## config.mk

```make
export PLATFORM = sky130hd
export DESIGN_NAME = mem_wb_stage
export DESIGN_NICKNAME = d
export VERILOG_FILES = /design/src/rtl/mem_wb_stage.sv
export SDC_FILE = /design/constraint.sdc
export NUM_CORES = 1
export LEC_CHECK = 0
export CAP_MARGIN = 10
export CORE_ASPECT_RATIO = 1.2
export CORE_MARGIN = 2
export CORE_UTILIZATION = 47
export CTS_BUF_LIST = sky130_fd_sc_hd__clkbuf_16
export CTS_CLUSTER_SIZE = 30
export DETAILED_ROUTE_END_ITERATION = 6
export GPL_TIMING_DRIVEN = 0
export PLACE_DENSITY = 0.85
export SKIP_CTS_REPAIR_TIMING = 1
export SYNTH_ARGS = -nofsm -noshare
export SYNTH_HDL_FRONTEND = slang
export SYNTH_SLANG_ARGS = --single-unit
```

## constraint.sdc

```tcl
create_clock -name Clk -period 4.9 [get_ports Clk]
set_clock_uncertainty 0.1 [all_clocks]
set_input_delay 0.98 -clock Clk [delete_from_list [all_inputs] [get_ports Clk]]
set_output_delay 0.98 -clock Clk [all_outputs]
set_load 0.01 [all_outputs]
```

## src/rtl/mem_wb_stage.sv

```systemverilog
// MEM/WB pipeline register for the 5-stage MIPS datapath.
// Extracts the load lane with sign/zero extension, selects the writeback
// value (link address, load data or ALU result), registers the register-file
// write request and counts retired instructions with a saturating counter.
module mem_wb_stage #(
  parameter int DATA_W = 32,  // lane logic below is written for 32 bits only
  parameter int REG_AW = 5,
  parameter int CNT_W  = 32
) (
  input  logic              Clk,
  input  logic              Rst,
  input  logic              Stall,
  input  logic              Flush,
  input  logic              MemValid,
  input  logic              RegWriteIn,
  input  logic              MemToRegIn,
  input  logic              LinkIn,
  input  logic [1:0]        MemSizeIn,
  input  logic              MemSignedIn,
  input  logic [REG_AW-1:0] RegDstIn,
  input  logic [DATA_W-1:0] AluResultIn,
  input  logic [DATA_W-1:0] MemReadDataIn,
  input  logic [DATA_W-1:0] PCPlus8In,
  output logic              RegWrite,
  output logic [REG_AW-1:0] RegDst,
  output logic [DATA_W-1:0] WriteData,
  output logic              Valid,
  output logic [CNT_W-1:0]  RetireCount
);

  localparam logic [1:0] SIZE_BYTE = 2'b00;
  localparam logic [1:0] SIZE_HALF = 2'b01;

  // Stage state and its next-state values.
  logic              reg_write_q, reg_write_d;
  logic [REG_AW-1:0] reg_dst_q,   reg_dst_d;
  logic [DATA_W-1:0] write_data_q, write_data_d;
  logic              valid_q,     valid_d;
  logic [CNT_W-1:0]  retire_cnt_q, retire_cnt_d;

  // Load extraction and writeback-value selection.
  logic [7:0]        byte_lane;
  logic [15:0]       half_lane;
  logic [DATA_W-1:0] load_val;
  logic [DATA_W-1:0] wb_val;
  logic              retire;

  // Pick the addressed byte/half lane (little-endian) and extend it.
  always_comb begin
    // NOTE: every variable gets a default first so no path can infer a latch.
    byte_lane = MemReadDataIn[7:0];
    case (AluResultIn[1:0])
      2'd1:    byte_lane = MemReadDataIn[15:8];
      2'd2:    byte_lane = MemReadDataIn[23:16];
      2'd3:    byte_lane = MemReadDataIn[31:24];
      default: byte_lane = MemReadDataIn[7:0];
    endcase

    // Half loads ignore offset bit 0; there is no misalignment trap.
    half_lane = AluResultIn[1] ? MemReadDataIn[31:16] : MemReadDataIn[15:0];

    case (MemSizeIn)
      SIZE_BYTE: load_val = {{24{MemSignedIn & byte_lane[7]}}, byte_lane};
      SIZE_HALF: load_val = {{16{MemSignedIn & half_lane[15]}}, half_lane};
      default:   load_val = MemReadDataIn;  // word, and 11 treated as word
    endcase
  end

  // Writeback source priority: link address, then load data, then ALU.
  always_comb begin
    if (LinkIn)          wb_val = PCPlus8In;
    else if (MemToRegIn) wb_val = load_val;
    else                 wb_val = AluResultIn;
  end

  // Next stage contents: Flush inserts a bubble, Stall holds, else load.
  always_comb begin
    reg_write_d  = reg_write_q;
    reg_dst_d    = reg_dst_q;
    write_data_d = write_data_q;
    valid_d      = valid_q;
    if (Flush) begin
      reg_write_d  = 1'b0;
      reg_dst_d    = '0;
      write_data_d = '0;
      valid_d      = 1'b0;
    end else if (!Stall) begin
      // A write to r0 is suppressed here so the forwarding unit never sees it.
      reg_write_d  = RegWriteIn & MemValid & (RegDstIn != '0);
      reg_dst_d    = RegDstIn;
      write_data_d = wb_val;
      valid_d      = MemValid;
    end
  end

  // The resident instruction retires whenever it leaves the stage;
  // the counter sticks at all-ones instead of wrapping.
  always_comb begin
    retire       = valid_q & (~Stall | Flush);
    retire_cnt_d = retire_cnt_q;
    if (retire && (retire_cnt_q != {CNT_W{1'b1}}))
      retire_cnt_d = retire_cnt_q + 1'b1;
  end

  // Stage registers with asynchronous active-high reset.
  always_ff @(posedge Clk or posedge Rst) begin
    if (Rst) begin
      reg_write_q  <= 1'b0;
      reg_dst_q    <= '0;
      write_data_q <= '0;
      valid_q      <= 1'b0;
      retire_cnt_q <= '0;
    end else begin
      // NOTE: non-blocking assignments so every register samples pre-edge values.
      reg_write_q  <= reg_write_d;
      reg_dst_q    <= reg_dst_d;
      write_data_q <= write_data_d;
      valid_q      <= valid_d;
      retire_cnt_q <= retire_cnt_d;
    end
  end

  assign RegWrite    = reg_write_q;
  assign RegDst      = reg_dst_q;
  assign WriteData   = write_data_q;
  assign Valid       = valid_q;
  assign RetireCount = retire_cnt_q;

endmodule

```

==> impl_metrics.ini <==
[place]
place_congestion = 0.947
dpl_cell_area_um2 = 6430
io_buffers = 177
post-dp-hpwl_um = 12700

[critical_path]
start_kind = input pin
crit_required_ns = 4.99
critPathMaxFanout = 10
cp-end-kind = flip-flop
worst-setup-path-type = input pin to flip-flop
cp.arrival_ns = 3.13

[synth]
seq_area_frac_synth_pct = 39.5
synth_ff_type = dfrtp_1
yosysTopAreaCell = dfrtp_1
post_synth_main_area_contributors = dfrtp_1 39%, a21oi_1 5.8%, nand2_1 4.9%, a221oi_1 3.9%, nor2_1 3.5%
synth_edf_count = 0
yosysWarningCount = 0
ys_ff_latch = 71
synth.avg_cell_area_um2 = 8.46
syn_nets = 645
synth_top_area_share_pct = 39.5
ys_types = 47
syn-cell-area_um2 = 4500
async_flop_share_pct = 100
synthCells = 532

[routing]
dr.first_iter.drc_count = 363
vias = 5126
viasPerCell = 6.04
ant_nets = 0
wl_per_cell_um = 19.5
firstDrtPassIters = 5
drt-total-wl_um = 16600
drc = 0

[global_route]
antenna_found_initial = 0
grt_max_degree = 72
grt_pass1_vias = 5369
grt_remaining_overflow = 0
grt_pass1_wl_um = 26600
track_usage_pct = 32.7

[die]
die_y_um = 111
fp.coreArea_um2 = 9420
rows = 39
die_w_um = 93.3
pin_count = 183
floorplan.die_area_um2 = 10400
initial_utilization_pct = 47.8

[layout]
final_common_cell = clkdlybuf4s50_1
num_antenna_cells = 0
final_area_um2 = 6720
area_growth_pct = 49.5
final_cell_mix = 177 x clkdlybuf4s50_1, 71 x dfrtp_1, 59 x nand2_1
final_layout_size_suffix_gt1_share_pct = 4.69
fillers = 739
fin_nets = 833

[sta]
period_minus_slack_ns = 3.05
fin_tns_setup_ns = 0
relSlewSlack_pct = 41.2
hold_viol = 0
min_period_over_period_pct = 62.2
finalMaxSlewViolations = 0
fmaxAchievable_mhz = 328
worst_slew_pin_slew_ns = 0.882
hold_slack_ns = 0.406
rsz0062_at_grt = false
setup_violations = 0

[clock_network]
cts_buffer_depth = 2
tritoncts = built
cts_buffers = 9
clockRootBuffer = clkbuf_16
clk_pin_slew_ns = 0.06
clkLatencyLatePin_ns = 0.34
htree_num_levels = 3
cts.sink_count = 71

[power_and_ir_drop]
irDropWorstVdd_mv = 0.170
p_leak_nw = 2.83
power_density_nw_per_um2 = 260

[hold_path]
min-delay-path-class = flip-flop to flip-flop

[outcome]
status = finished clean

[run]
drv_cap = 0
## worst max-delay path: stages
cell and delay (ns):
clkdlybuf4s50_1 0.51, clkbuf_1 0.46, nand3b_1 0.37, clkbuf_1 0.43, a221oi_1 0.14, o21ai_1 0.13
a21oi_1 0.11
## power breakdown
part,switching [mW],total [mW],internal (mW)
clock network,0.269,0.663,0.394
registers,0.0442,0.669,0.625
logic,0.196,0.415,0.218
total,0.510,1.75,1.24
## routing by layer
metal,vias to the layer above,global-route usage [%],wire (um)
met3,72,8.29,1570
met1,2434,36.5,5710
li1,2312,-,-
met2,308,56.5,8440
met4,0,16.7,840
met5,-,0,0
## metrics by stage
stage	utilization, %	cells	worst slack, ns	power [mW]
2_1_floorplan	-	532	2.02	0.853
3_3_place_gp	68.2	832	0.811	1.08
3_5_place_dp	68.2	832	1.51	1.09
4_1_cts	71.4	848	1.90	1.75
5_1_grt	71.4	848	1.79	1.81
6_report	71.4	848	1.85	1.75
## Yosys cell counts (14+ instances only)
library cell	count
a21oi_1	52
a221oi_1	20
a22oi_1	20
clkbuf_1	35
dfrtp_1	71
inv_1	31
mux2i_1	14
nand2_1	59
nand4_1	16
nor2_1	42
o21ai_0	27
xor2_1	17
## final cells by class
cell class | count | area [um^2] | share of cell area, %
Multi-Input combinational cell | 390 | 2440 | 36.3
Sequential cell | 71 | 1780 | 26.4
Timing Repair Buffer | 177 | 1770 | 26.4
Clock buffer | 9 | 225 | 3.35
Buffer | 40 | 168 | 2.49
Tap cell | 123 | 154 | 2.29
Inverter | 31 | 119 | 1.77
Clock inverter | 7 | 71.3 | 1.06
## cells by family after synthesis
family | count (synthesis) | share of synthesized area (%)
AO/OA/AOI/OAI | 155 | 23.0
XOR/XNOR | 30 | 5.84
adder cells (fa/ha/maj) | 1 | 0.278
buffers and inverters | 71 | 6.31
flip-flops | 71 | 39.5
multiplexers | 22 | 5.37
AND/OR/NAND/NOR | 182 | 19.7
## flip-flops by register name (all words and copies together), names as in the netlist
| signal | flops |
|---|---|
| RetireCount | 32 |
| WriteData | 32 |
| RegDst | 5 |
| Valid | 1 |
| RegWrite | 1 |
## final timing paths
path / slack (ns) / endpoint / depth (start not counted) / from
min in group asynchronous: 1.10 / RetireCount[23] / 2 / Rst
max in group asynchronous: 3.05 / WriteData[0] / 2 / Rst
min: 0.41 / RetireCount[23] / 1 / RetireCount[23]
max reg2reg: 2.55 / RetireCount[7] / 7 / RetireCount[0]
max: 1.85 / WriteData[20] / 7 / MemSizeIn[1]
min reg2reg: 0.41 / RetireCount[23] / 1 / RetireCount[23]
Power figures use the tool's default switching activity.
==> RTL edit (config.mk and constraints unchanged) <==
`write_data_q` no longer has a reset.
--- a/src/rtl/mem_wb_stage.sv
+++ b/src/rtl/mem_wb_stage.sv
@@ -109,3 +109,2 @@
       reg_dst_q    <= '0;
-      write_data_q <= '0;
       valid_q      <= 1'b0;
@@ -116,3 +115,2 @@
       reg_dst_q    <= reg_dst_d;
-      write_data_q <= write_data_d;
       valid_q      <= valid_d;
@@ -120,2 +118,6 @@
     end
+  end
+
+  always_ff @(posedge Clk) begin
+    write_data_q <= write_data_d;
   end
Formal check against the unedited RTL: not equivalent (a bounded check fails within 4 cycles, from zero or initial values and one cycle with Rst high).
==> RTL edit against the unedited design <==
- core utilization increased by 5.1 points
- largest power group is now the clock network
- final area shrank 6.8%
- total power grew 2.1%
- die area down 10%
- synthesized area is 11% lower
- routed wire length is 11% lower
- via count is 9.1% lower
- critical path type unchanged
- setup slack got worse by 0.22 ns
- sequential cell count unchanged
- maximum frequency shrank 6.9%
- register-to-register slack lost 0.06 ns
==> RTL edit: results (changes against the unedited design) <==
Global route
  • All-Layer GR Usage: 0.316 (-0.0103)
  • Largest net degree at the start of global routing: 40 (-44%)
  • Vias in the first global route: 4629 (-14%)
  • First-pass GRT wire length: 23200 um (-13%)
  • Initial antenna violation count: 0 (unchanged)

Placement
  • HPWL after detailed placement: 11100 um (-12%)
  • # port buffers: 177 (unchanged)
  • Placed cell count: 747 (-10%)
  • Placer Congestion: 0.953 (+0.63%)

Power and ir drop
  • Switching Share: 0.276 (-0.0159)
  • Maximum vdd ir drop: 0.000205 V (+20%)
  • Leakage power: 2.57 nW (-9.4%)

Yosys
  • Sequential-to-total area share from yosys stat: 0.402 (+0.00687)
  • Number of synthesis warnings: 0 (unchanged)
  • Commonest cells in the netlist: 39 x dfrtp_1, 36 x nand2_1, 35 x nor2_1
  • Post-synthesis xor/xnor area fraction: 0.0653 (+0.00690)
  • Most used DFF post-synth: dfrtp_1
  • Post-synthesis cell count: 456 (-14%)
  • Synth Area in Compound Gates: 0.247 (+0.0166)
  • Post-synthesis mux area share: 0.0575 (+0.00386)
  • Synth area leaders: dfrtp_1 24%, dfxtp_1 16%, xor2_1 5.4%, a221oi_1 4.8%, a22oi_1 3.4%
  • Synth cell types: 51 (+8.5%)
  • Syn Nets: 569 (-12%)
  • Adder-cell share of the synthesized area: 0.00311 (+0.000329)
  • Async set or reset register ratio after synthesis: 0.549 (-0.451)

Route
  • Vias/cell: 6.11 (+1.0%)
  • Overall routed net length: 14700 um (-11%)
  • Pre-antenna DRT Iters: 5 (unchanged)
  • DR iter-0 viols: 320 (-12%)

Timing
  • Worst hold slack: 0.378 ns (-0.0279 ns)
  • Worst Tran Pin Value: 1.02 ns (+0.134 ns)

Status
  • Status: completed

Setup path
  • R2r setup slk: 2.49 ns (-0.06 ns)
  • Crit path max fanout: 10 (unchanged)
  • Slowest-stage cell, CP: a311oi_1
  • Worst path arrival time: 3.36 ns (+0.23 ns)
  • Max stage delay on crit path: 0.85 ns (+0.34 ns)

Hold path
  • Hold Crit Class: flip-flop to flip-flop

Clock network
  • Clk root buf: clkbuf_16
  • Clk slew on worst S/H paths: 0.06 ns (about the same)
  • CTS H-tree lvls: 3 (unchanged)
  • Num CTS Buffers: 9 (unchanged)
  • CTS max path bufs: 2 (unchanged)
  • Worst skew pair latency: 0.34 ns (about the same)

Final layout
  • Antenna cells: 0 (unchanged)
  • Finished Layout Cells: 763 (-10%)
  • Filler Cell Count: 619 (-16%)
  • Share of cells above drive strength 1: 0.0524 (+0.00549)
-- RTL edit: cell types whose count changed after synthesis, moves of 11 or more --
| cell | change |
|---|---|
| a21oi_1 | -37 |
| dfrtp_1 | -32 |
| dfxtp_1 | +32 |
| inv_1 | -11 |
| nand2_1 | -23 |
| nand4_1 | -12 |
| nor3_1 | +18 |
| o22ai_1 | +11 |
-- RTL edit: final timing paths --
kind | startpoint | endpoint | depth (start not counted)
max | MemReadDataIn[31] | WriteData[22] | 5
min | WriteData[6] | WriteData[6] | 2
max reg2reg | RetireCount[21] | RetireCount[10] | 6
min reg2reg | WriteData[6] | WriteData[6] | 2
max in group asynchronous | Rst | RegDst[3] | 2
min in group asynchronous | Rst | RetireCount[19] | 2
-- RTL edit: cells by family after synthesis --
family | Yosys count
xor gates and xnor gates | 30
muxes | 20
AOI/OAI and AO/OA | 138
and+or+nand+nor | 138
buffers and inverters | 58
DFF | 71
adders and majority gates | 1
-- RTL edit: routing by layer --
layer  wire length [um]  vias up  global-route usage
met2               7090      315               0.518
met5                  0        -                   0
met4                508        0               0.128
met3               1410       49              0.0736
li1                   -     2108                   -
met1               5660     2188               0.396
-- RTL edit: cell type report --
class | instances | area, sq um | share of cell area
flip-flops and latches | 71 | 1620 | 0.258
clock buffers | 9 | 225 | 0.0359
multi-input cells | 327 | 2180 | 0.348
plain buffers | 37 | 148 | 0.0236
clock inverters | 7 | 105 | 0.0168
well taps | 114 | 143 | 0.0228
repair buffers | 177 | 1770 | 0.283
inverters | 21 | 78.8 | 0.0126
-- RTL edit: power groups by stage --
stage / Clock, mW / Sequential (mW) / Combinational, mW
2_1_floorplan: 0 / 0.686 / 0.142
3_3_place_gp: 0 / 0.671 / 0.377
3_5_place_dp: 0 / 0.674 / 0.383
4_1_cts: 0.729 / 0.663 / 0.386
5_1_grt: 0.757 / 0.669 / 0.415
6_report: 0.730 / 0.664 / 0.390
-- RTL edit: worst max-delay path: cells and delay by family --
| family | cells | cell delay (ns) |
|---|---|---|
| compound gates | 2 | 0.97 |
| buf+inv | 2 | 0.91 |
| mux | 1 | 0.50 |
-- RTL edit: per-stage QoR --
step / worst slack (ns) / power (mW) / cell area (sq um)
2_1_floorplan: 2.07 / 0.828 / 4020
3_3_place_gp: 1.35 / 1.05 / 5940
3_5_place_dp: 1.34 / 1.06 / 5940
4_1_cts: 1.68 / 1.78 / 6270
5_1_grt: 1.55 / 1.84 / 6270
6_report: 1.63 / 1.78 / 6270
